==> config.mk <==
export PLATFORM = sky130hd
export DESIGN_NAME = cbus_arbiter_flat
export DESIGN_NICKNAME = d
export VERILOG_FILES = /design/src/rtl/cbus_arbiter_pkg.sv /design/src/rtl/cbus_arbiter_if.sv /design/src/rtl/cbus_arb_pick.sv /design/src/rtl/cbus_arbiter.sv /design/src/flat_wrapper.sv
export SDC_FILE = /design/constraint.sdc
export NUM_CORES = 1
export LEC_CHECK = 0
export ABC_AREA = 1
export CELL_PAD_IN_SITES_DETAIL_PLACEMENT = 0
export CELL_PAD_IN_SITES_GLOBAL_PLACEMENT = 1
export CORE_AREA = 2 2 214 216
export CTS_CLUSTER_DIAMETER = 100
export CTS_CLUSTER_SIZE = 8
export DETAILED_ROUTE_END_ITERATION = 8
export DIE_AREA = 0 0 216 218
export PLACE_DENSITY_LB_ADDON = 0.12
export SETUP_SLACK_MARGIN = 0.3
export SLEW_MARGIN = 20
export SYNTH_ARGS = -nofsm -noshare
export SYNTH_HDL_FRONTEND = slang
export SYNTH_SLANG_ARGS = --single-unit
==> constraint.sdc <==
create_clock -name clk -period 2.8 [get_ports clk]
set_clock_uncertainty 0.05 [all_clocks]
set_input_delay 0.84 -clock clk [delete_from_list [all_inputs] [get_ports clk]]
set_output_delay 0.84 -clock clk [all_outputs]
set_load 0.01 [all_outputs]
==> src/rtl/cbus_arbiter_pkg.sv <==
// cbus_arbiter_pkg: CBus request/response types and arbiter state encoding.
package cbus_arbiter_pkg;
    typedef enum logic [1:0] {
        AXI_BURST_FIXED = 2'd0,
        AXI_BURST_INCR  = 2'd1,
        AXI_BURST_WRAP  = 2'd2
    } axi_burst_type_t;

    typedef struct packed {
        logic            valid;
        logic            is_write;
        logic [2:0]      size;
        logic [31:0]     addr;
        logic [7:0]      strobe;
        logic [63:0]     data;
        logic [7:0]      len;
        axi_burst_type_t burst;
    } cbus_req_t;

    typedef struct packed {
        logic        ready;
        logic        last;
        logic [63:0] data;
    } cbus_resp_t;

    typedef enum logic {IDLE, BUSY} arb_state_t;
endpackage

==> src/rtl/cbus_arbiter_if.sv <==
// cbus_arbiter_if: upstream request/response arrays plus the single downstream CBus port.
interface cbus_arbiter_if
    import cbus_arbiter_pkg::*;
#(parameter int NUM_PORTS = 2);
    cbus_req_t  ireqs  [NUM_PORTS];
    cbus_resp_t iresps [NUM_PORTS];
    cbus_req_t  oreq;
    cbus_resp_t oresp;

    modport slave  (input ireqs, oresp, output iresps, oreq);
    modport master (output ireqs, oresp, input iresps, oreq);
endinterface

==> src/rtl/cbus_arb_pick.sv <==
// cbus_arb_pick: combinational winner select; round-robin when CBUS_ARB_RR_EN is defined,
// otherwise lowest-index fixed priority.
module cbus_arb_pick #(
    parameter  int NUM_PORTS = 2,
    localparam int IDX_W     = $clog2(NUM_PORTS)
) (
    input  logic [NUM_PORTS-1:0] valid,
    input  logic [IDX_W-1:0]     rr_ptr,
    output logic                 hit,
    output logic [IDX_W-1:0]     idx
);
`ifdef CBUS_ARB_RR_EN
    int best;
    always_comb begin
        hit  = |valid;
        idx  = '0;
        best = NUM_PORTS;
        // smallest upward distance from rr_ptr (with wrap) wins
        for (int j = 0; j < NUM_PORTS; j++)
            if (valid[j] && ((j - int'(rr_ptr) + NUM_PORTS) % NUM_PORTS) < best) begin
                best = (j - int'(rr_ptr) + NUM_PORTS) % NUM_PORTS;
                idx  = IDX_W'(j);
            end
    end
`else
    logic unused_rr_ptr;
    assign unused_rr_ptr = ^rr_ptr;
    always_comb begin
        hit = |valid;
        idx = '0;
        for (int j = NUM_PORTS - 1; j >= 0; j--)
            if (valid[j]) idx = IDX_W'(j);
    end
`endif
endmodule

==> src/rtl/cbus_arbiter.sv <==
// cbus_arbiter: N-to-1 CBus arbiter, grant held for a whole burst, 1-cycle grant latency.
// Arbitration policy selected by CBUS_ARB_RR_EN (round-robin) vs fixed priority.
module cbus_arbiter
    import cbus_arbiter_pkg::*;
#(parameter int NUM_PORTS = 2) (
    input logic           clk,
    input logic           reset,
    cbus_arbiter_if.slave bus
);
    localparam int IDX_W = $clog2(NUM_PORTS);

    arb_state_t           state, state_n;
    logic [IDX_W-1:0]     sel, sel_n, rr_ptr, rr_ptr_n, win;
    logic [NUM_PORTS-1:0] valid;
    logic                 hit;

    for (genvar p = 0; p < NUM_PORTS; p++) begin : g_valid
        assign valid[p] = bus.ireqs[p].valid;
    end

    cbus_arb_pick #(.NUM_PORTS(NUM_PORTS)) pick (
        .valid (valid),
        .rr_ptr(rr_ptr),
        .hit   (hit),
        .idx   (win)
    );

    always_ff @(posedge clk) begin
        if (reset) begin
            state  <= IDLE;
            sel    <= '0;
            rr_ptr <= '0;
        end else begin
            state  <= state_n;
            sel    <= sel_n;
            rr_ptr <= rr_ptr_n;
        end
    end

    always_comb begin
        state_n  = state;
        sel_n    = sel;
        rr_ptr_n = rr_ptr;
        bus.oreq = '0;
        for (int i = 0; i < NUM_PORTS; i++) bus.iresps[i] = '0;
        if (state == IDLE) begin
            state_n = hit ? BUSY : IDLE;
            sel_n   = hit ? win : sel;
        end else begin
            bus.oreq        = bus.ireqs[sel];
            bus.iresps[sel] = bus.oresp;
            if (bus.oresp.ready && bus.oresp.last) begin
                state_n  = IDLE;
                rr_ptr_n = (sel == IDX_W'(NUM_PORTS - 1)) ? '0 : sel + 1'b1;
            end
        end
    end
endmodule

==> src/flat_wrapper.sv <==
// flat-port wrapper written by rule: the top's interface ports become plain ports
module cbus_arbiter_flat import cbus_arbiter_pkg::*;
#(parameter int NUM_PORTS = 2)
  (clk, reset, bus_ireqs, bus_oresp, bus_iresps, bus_oreq);
  cbus_arbiter_if #(.NUM_PORTS(NUM_PORTS)) bus_i ();
  input logic clk;
  input logic reset;
  input wire logic [$bits(bus_i.ireqs)-1:0] bus_ireqs;
  input wire logic [$bits(bus_i.oresp)-1:0] bus_oresp;
  output wire logic [$bits(bus_i.iresps)-1:0] bus_iresps;
  output wire logic [$bits(bus_i.oreq)-1:0] bus_oreq;
  assign bus_i.ireqs = {>>{bus_ireqs}};
  assign bus_i.oresp = bus_oresp;
  assign bus_iresps = {>>{bus_i.iresps}};
  assign bus_oreq = bus_i.oreq;
  cbus_arbiter #(.NUM_PORTS(NUM_PORTS)) u_core (.clk(clk), .reset(reset), .bus(bus_i));
endmodule
=== Yosys cells after proc, flatten, opt, wreduce, memory -nomap -nowiden ===
Cells that the tools add are included.

* Register bits: 2
* Bits of input ports: 306
* Output and inout bits: 251
* Logic and storage cells: 23

* Order comparisons: 2
* Multiplexer cells: 12
* Bitwise logic cells: 3
* Reductions and logical operators: 4

{| class="wikitable"
|+ Operators with widths
! kind !! number
|-
| 119-bit 2-to-1 mux || 4
|-
| 132-bit AND || 1
|-
| 132-bit 2-to-1 mux || 1
|-
| 66-bit demux with 1-bit select || 1
|-
| 66-bit 2-to-1 mux || 1
|-
| 1-bit 2-to-1 mux || 5
|-
| 2-bit >= comparator (second input constant) || 1
|-
| 1-bit logical AND || 2
|-
| 2-bit by 1-bit less-than comparator with 1-bit output (second input constant) || 1
|-
| 1-bit NOT with 2-bit output || 1
|-
| 2-bit AND reduction || 1
|-
| 2-bit OR reduction || 1
|-
| 1-bit NOT || 1
|}

=== Logic depth before layout (Yosys ltp) ===
Gate-level depths: netlist of run 1.

* Depth after elaboration: 7
* Depth in mapped cells: 6

=== Modules after synthesis ===
A second synthesis of run 1 with hierarchy kept.

* Cell total of the unflattened synthesis: 634
* Area, all modules: 2712.6 µm²

{| class="wikitable"
|+ By module, submodules not included
! module !! instances !! cells an instance !! area an instance (µm²) !! seq. area each (µm²)
|-
| cbus_arbiter || 1 || 630 || 2697.6 || 60.1
|-
| cbus_arb_pick || 1 || 4 || 15.0 || 0.0
|}

=== Worst setup path after synthesis of run 1 ===
Ideal clock, no wire load.

* Path kind: input to output
* Start point: in bus_ireqs[237]
* End point: out bus_oreq[118]
* Data arrival time: 1.154 ns
* Required time: 1.910 ns
* Setup slack: 0.756 ns
* Cell stages on the path: 2
* Path buffers: 0
* Path through: inv_1 o21ai_0

* Word-level cells in the longest chain between the ends: 4

{| class="wikitable"
|+ RTL lines
! item !! RTL line !! RTL
|-
| start, declared || flat_wrapper.sv:8 || <nowiki>input wire logic [$bits(bus_i.ireqs)-1:0] bus_ireqs;</nowiki>
|-
| 119-bit 2-to-1 mux (implied by the code) (3 in a row) || cbus_arbiter.sv:50 || <nowiki>bus.oreq = bus.ireqs[sel];</nowiki>
|-
| 119-bit 2-to-1 mux || cbus_arbiter.sv:46 || <nowiki>if (state == IDLE) begin</nowiki>
|-
| end, declared || flat_wrapper.sv:11 || <nowiki>output wire logic [$bits(bus_i.oreq)-1:0] bus_oreq;</nowiki>
|}

No other way between the ends. The select of a mux whose other input is x is not followed.

=== Worst setup path after layout of run 1 ===
* Start point: in bus_ireqs[41]
* End point: out bus_oreq[41]

The elaborated chain is that of the path after synthesis.

==> reports/results.txt, run 1 <==
Routed Wire Length: 28700 um
CTS H-tree depth: 1
TritonCTS clock tree: yes
# IOs: 557
Syn. warnings: 0
share of cells above drive strength 1: 31.2%
fmax: 393 MHz
Final Power: 0.00151 W
Yosys top cell by area: nand2_1
met2 Resource Use GR: 21.4%
cts hold-fix bufs: 0
synth top area cells: nand2_1, a21oi_1, nor2_1
post-CTS setup buffers: 0
Logic pwr share: 82.8%
CP startpoint: bus_ireqs[41]
grt met1 use: 11.9%
R2R setup slack: 1.77 ns
switch share: 45.8%
area grow syn2layout: 211%
CP endpoint kind: output pin
Overall Global Routing Usage: 11.3%
CP Class: primary input to output pin
Routed WL per cell: 16.3 um
initial antenna violation count: 10
die area: 47100 sq um
worst-case clock buffer depth: 2
drt initial violations: 151
global placer's final weighted congestion: 0.747
Syn Nets: 927
clock share of power: 14.8%
crit-path max FO: 1
Post-DP HPWL: 23800 um
core footprint: 44900 sq um
TritonCTS Sinks: 2
worst path required time: 1.91 ns
most frequent cells in the layout: nand2_1, dlygate4sd2_1, buf_2, nor2_1, a21oi_1
fin. max-slew vios: 0
clock slew at reported path FFs: 0.03 ns
r2r endpoint: u_core.sel
RSZ-0062 raised after global routing: yes
Syn Area/Cell: 4.18 sq um
post-synth cell types: 14
Nets: 1465
Internal Power: 0.000819 W
Starting Density: 5.78%
Worst-Margin Slew: 0.417 ns
Period minus WS final: 2.54 ns
Synth top area share: 34.7%
multi-input combinational cell area: 2220 sq um
Die Wd: 216 um
fin crit share: 90.8%
outcome: finished clean
Residual DRC: 0
DR pass1 iterations: 4
most common cell after layout, fill and taps aside: nand2_1
Antenna Violating Nets Remaining: 0
first-pass GRT wire length: 40000 um
Post-Syn Area: 2590 sq um
Final Hold Viols: 0
setup TNS: 0 ns
met3 Use GR: 4.50%
vias post-DR: 5962
Port Buffer Count: 556
Inserted Clock Buffers: 3
PwrDens: 187 nW/um^2
Final setup viols: 0
critical path arrival: 1.65 ns
vias in the first global route: 5916
fillcell total: 5364
CP Launch Type: primary input
Worst VDD drop: 0.123 mV
Syn Inst Count: 621
CTS root buffer: clkbuf_16
Hold Crit Class: register to register
register area: 43.8 sq um
Leakage: 4.83 nW
Rel. slew slack: 72.2%
Worst-Skew Late Latency: 0.22 ns
Cell Rows: 78
Most Crowded Layer GR: met2
grt total ovfl: 0
worst r2r src: u_core.state
number of max-cap violations: 0
largest net degree at the start of global routing: 64
worst r2r path cells: 4
register share of total power: 2.3%
die height: 218 um
net switching power: 0.000692 W
Via density: 3.38
CP endpoint: bus_oreq[41]
FF+latch count, synth: 2
register area share after synthesis: 1.54%
## Yosys cell counts
master	n
clkbuf_1	9
o21bai_1	1
o21ai_0	2
buf_2	37
a21oi_1	120
dfxtp_1	2
buf_1	1
nor2_1	133
buf_6	1
nand2_1	240
nand3_1	1
inv_2	1
inv_1	68
buf_4	5
## kinds of logic after synthesis
group | after synthesis | synth area share [%]
buf+inv | 122 | 20.5
compound gates | 123 | 23.8
flops | 2 | 1.54
simple gates | 374 | 54.2
## worst max-delay path: stages
cell and delay, ns:
clkdlybuf4s50_1 0.46, nand2_1 0.05, a21oi_1 0.14, buf_2 0.16
## layer usage
metal / up-vias / share of wire, %
li1: 2952 / -
met1: 2650 / 36
met2: 336 / 52
met3: 18 / 11
met4: 6 / 0.87
met5: - / 0.14
## timing repair
| action | 4_1_cts | 5_1_grt |
|---|---|---|
| resized for setup | 895 | 435 |
| setup endpoints to repair | 251 | 160 |
| pin swaps | 159 | 87 |
## stage by stage
step | worst slack (ns) | hold WS (ns) | utilization (%) | instances | area, sq um
floorplan | 0.756 | 0.437 | - | 621 | 2590
global placement | -0.739 | 0.516 | 20.2 | 1754 | 9050
detailed placement | -0.718 | 0.500 | 20.2 | 1754 | 9050
CTS | 0.121 | 0.508 | 18.4 | 1758 | 8250
global route | 0.187 | 0.522 | 18.0 | 1762 | 8070
finish | 0.257 | 0.501 | 18.0 | 1762 | 8070
## flip-flops by register name, indices dropped and copies added, names as in the netlist
name	flops
u_core.sel	1
u_core.state	1
## how the worst min path moves through the flow
stage	startpoint	depth (start not counted)	to
3_5_place_dp	u_core.sel	2	u_core.sel
5_1_grt	u_core.sel	2	u_core.sel
3_3_place_gp	u_core.sel	2	u_core.sel
2_1_floorplan	u_core.state	2	u_core.state
6_report	u_core.sel	2	u_core.sel
4_1_cts	u_core.sel	2	u_core.sel
## layout make-up
type	count	share of cell area [%]
Multi-Input combinational cell	497	27.5
Tap cell	600	9.30
Clock buffer	4	0.977
Sequential cell	2	0.543
Inverter	69	3.27
Antenna cell	4	0.124
Timing Repair Buffer	586	58.2
## power by group through the flow
| stage | combinational (W) | sequential [W] | clock, W |
|---|---|---|---|
| 2_1_floorplan | 0.000474 | 0.0000341 | 0 |
| 3_3_place_gp | 0.00156 | 0.0000362 | 0 |
| 3_5_place_dp | 0.00154 | 0.0000360 | 0 |
| 4_1_cts | 0.00130 | 0.0000355 | 0.000230 |
| 5_1_grt | 0.00138 | 0.0000360 | 0.000231 |
| 6_report | 0.00125 | 0.0000353 | 0.000224 |
Power figures use the tool's default switching activity.
==> run 2, diff against run 1 <==
Settings changed: CAP_MARGIN from default to 20.
==> results of run 2 <==
Final layout, timing and power as in run 1 (identical DEF).
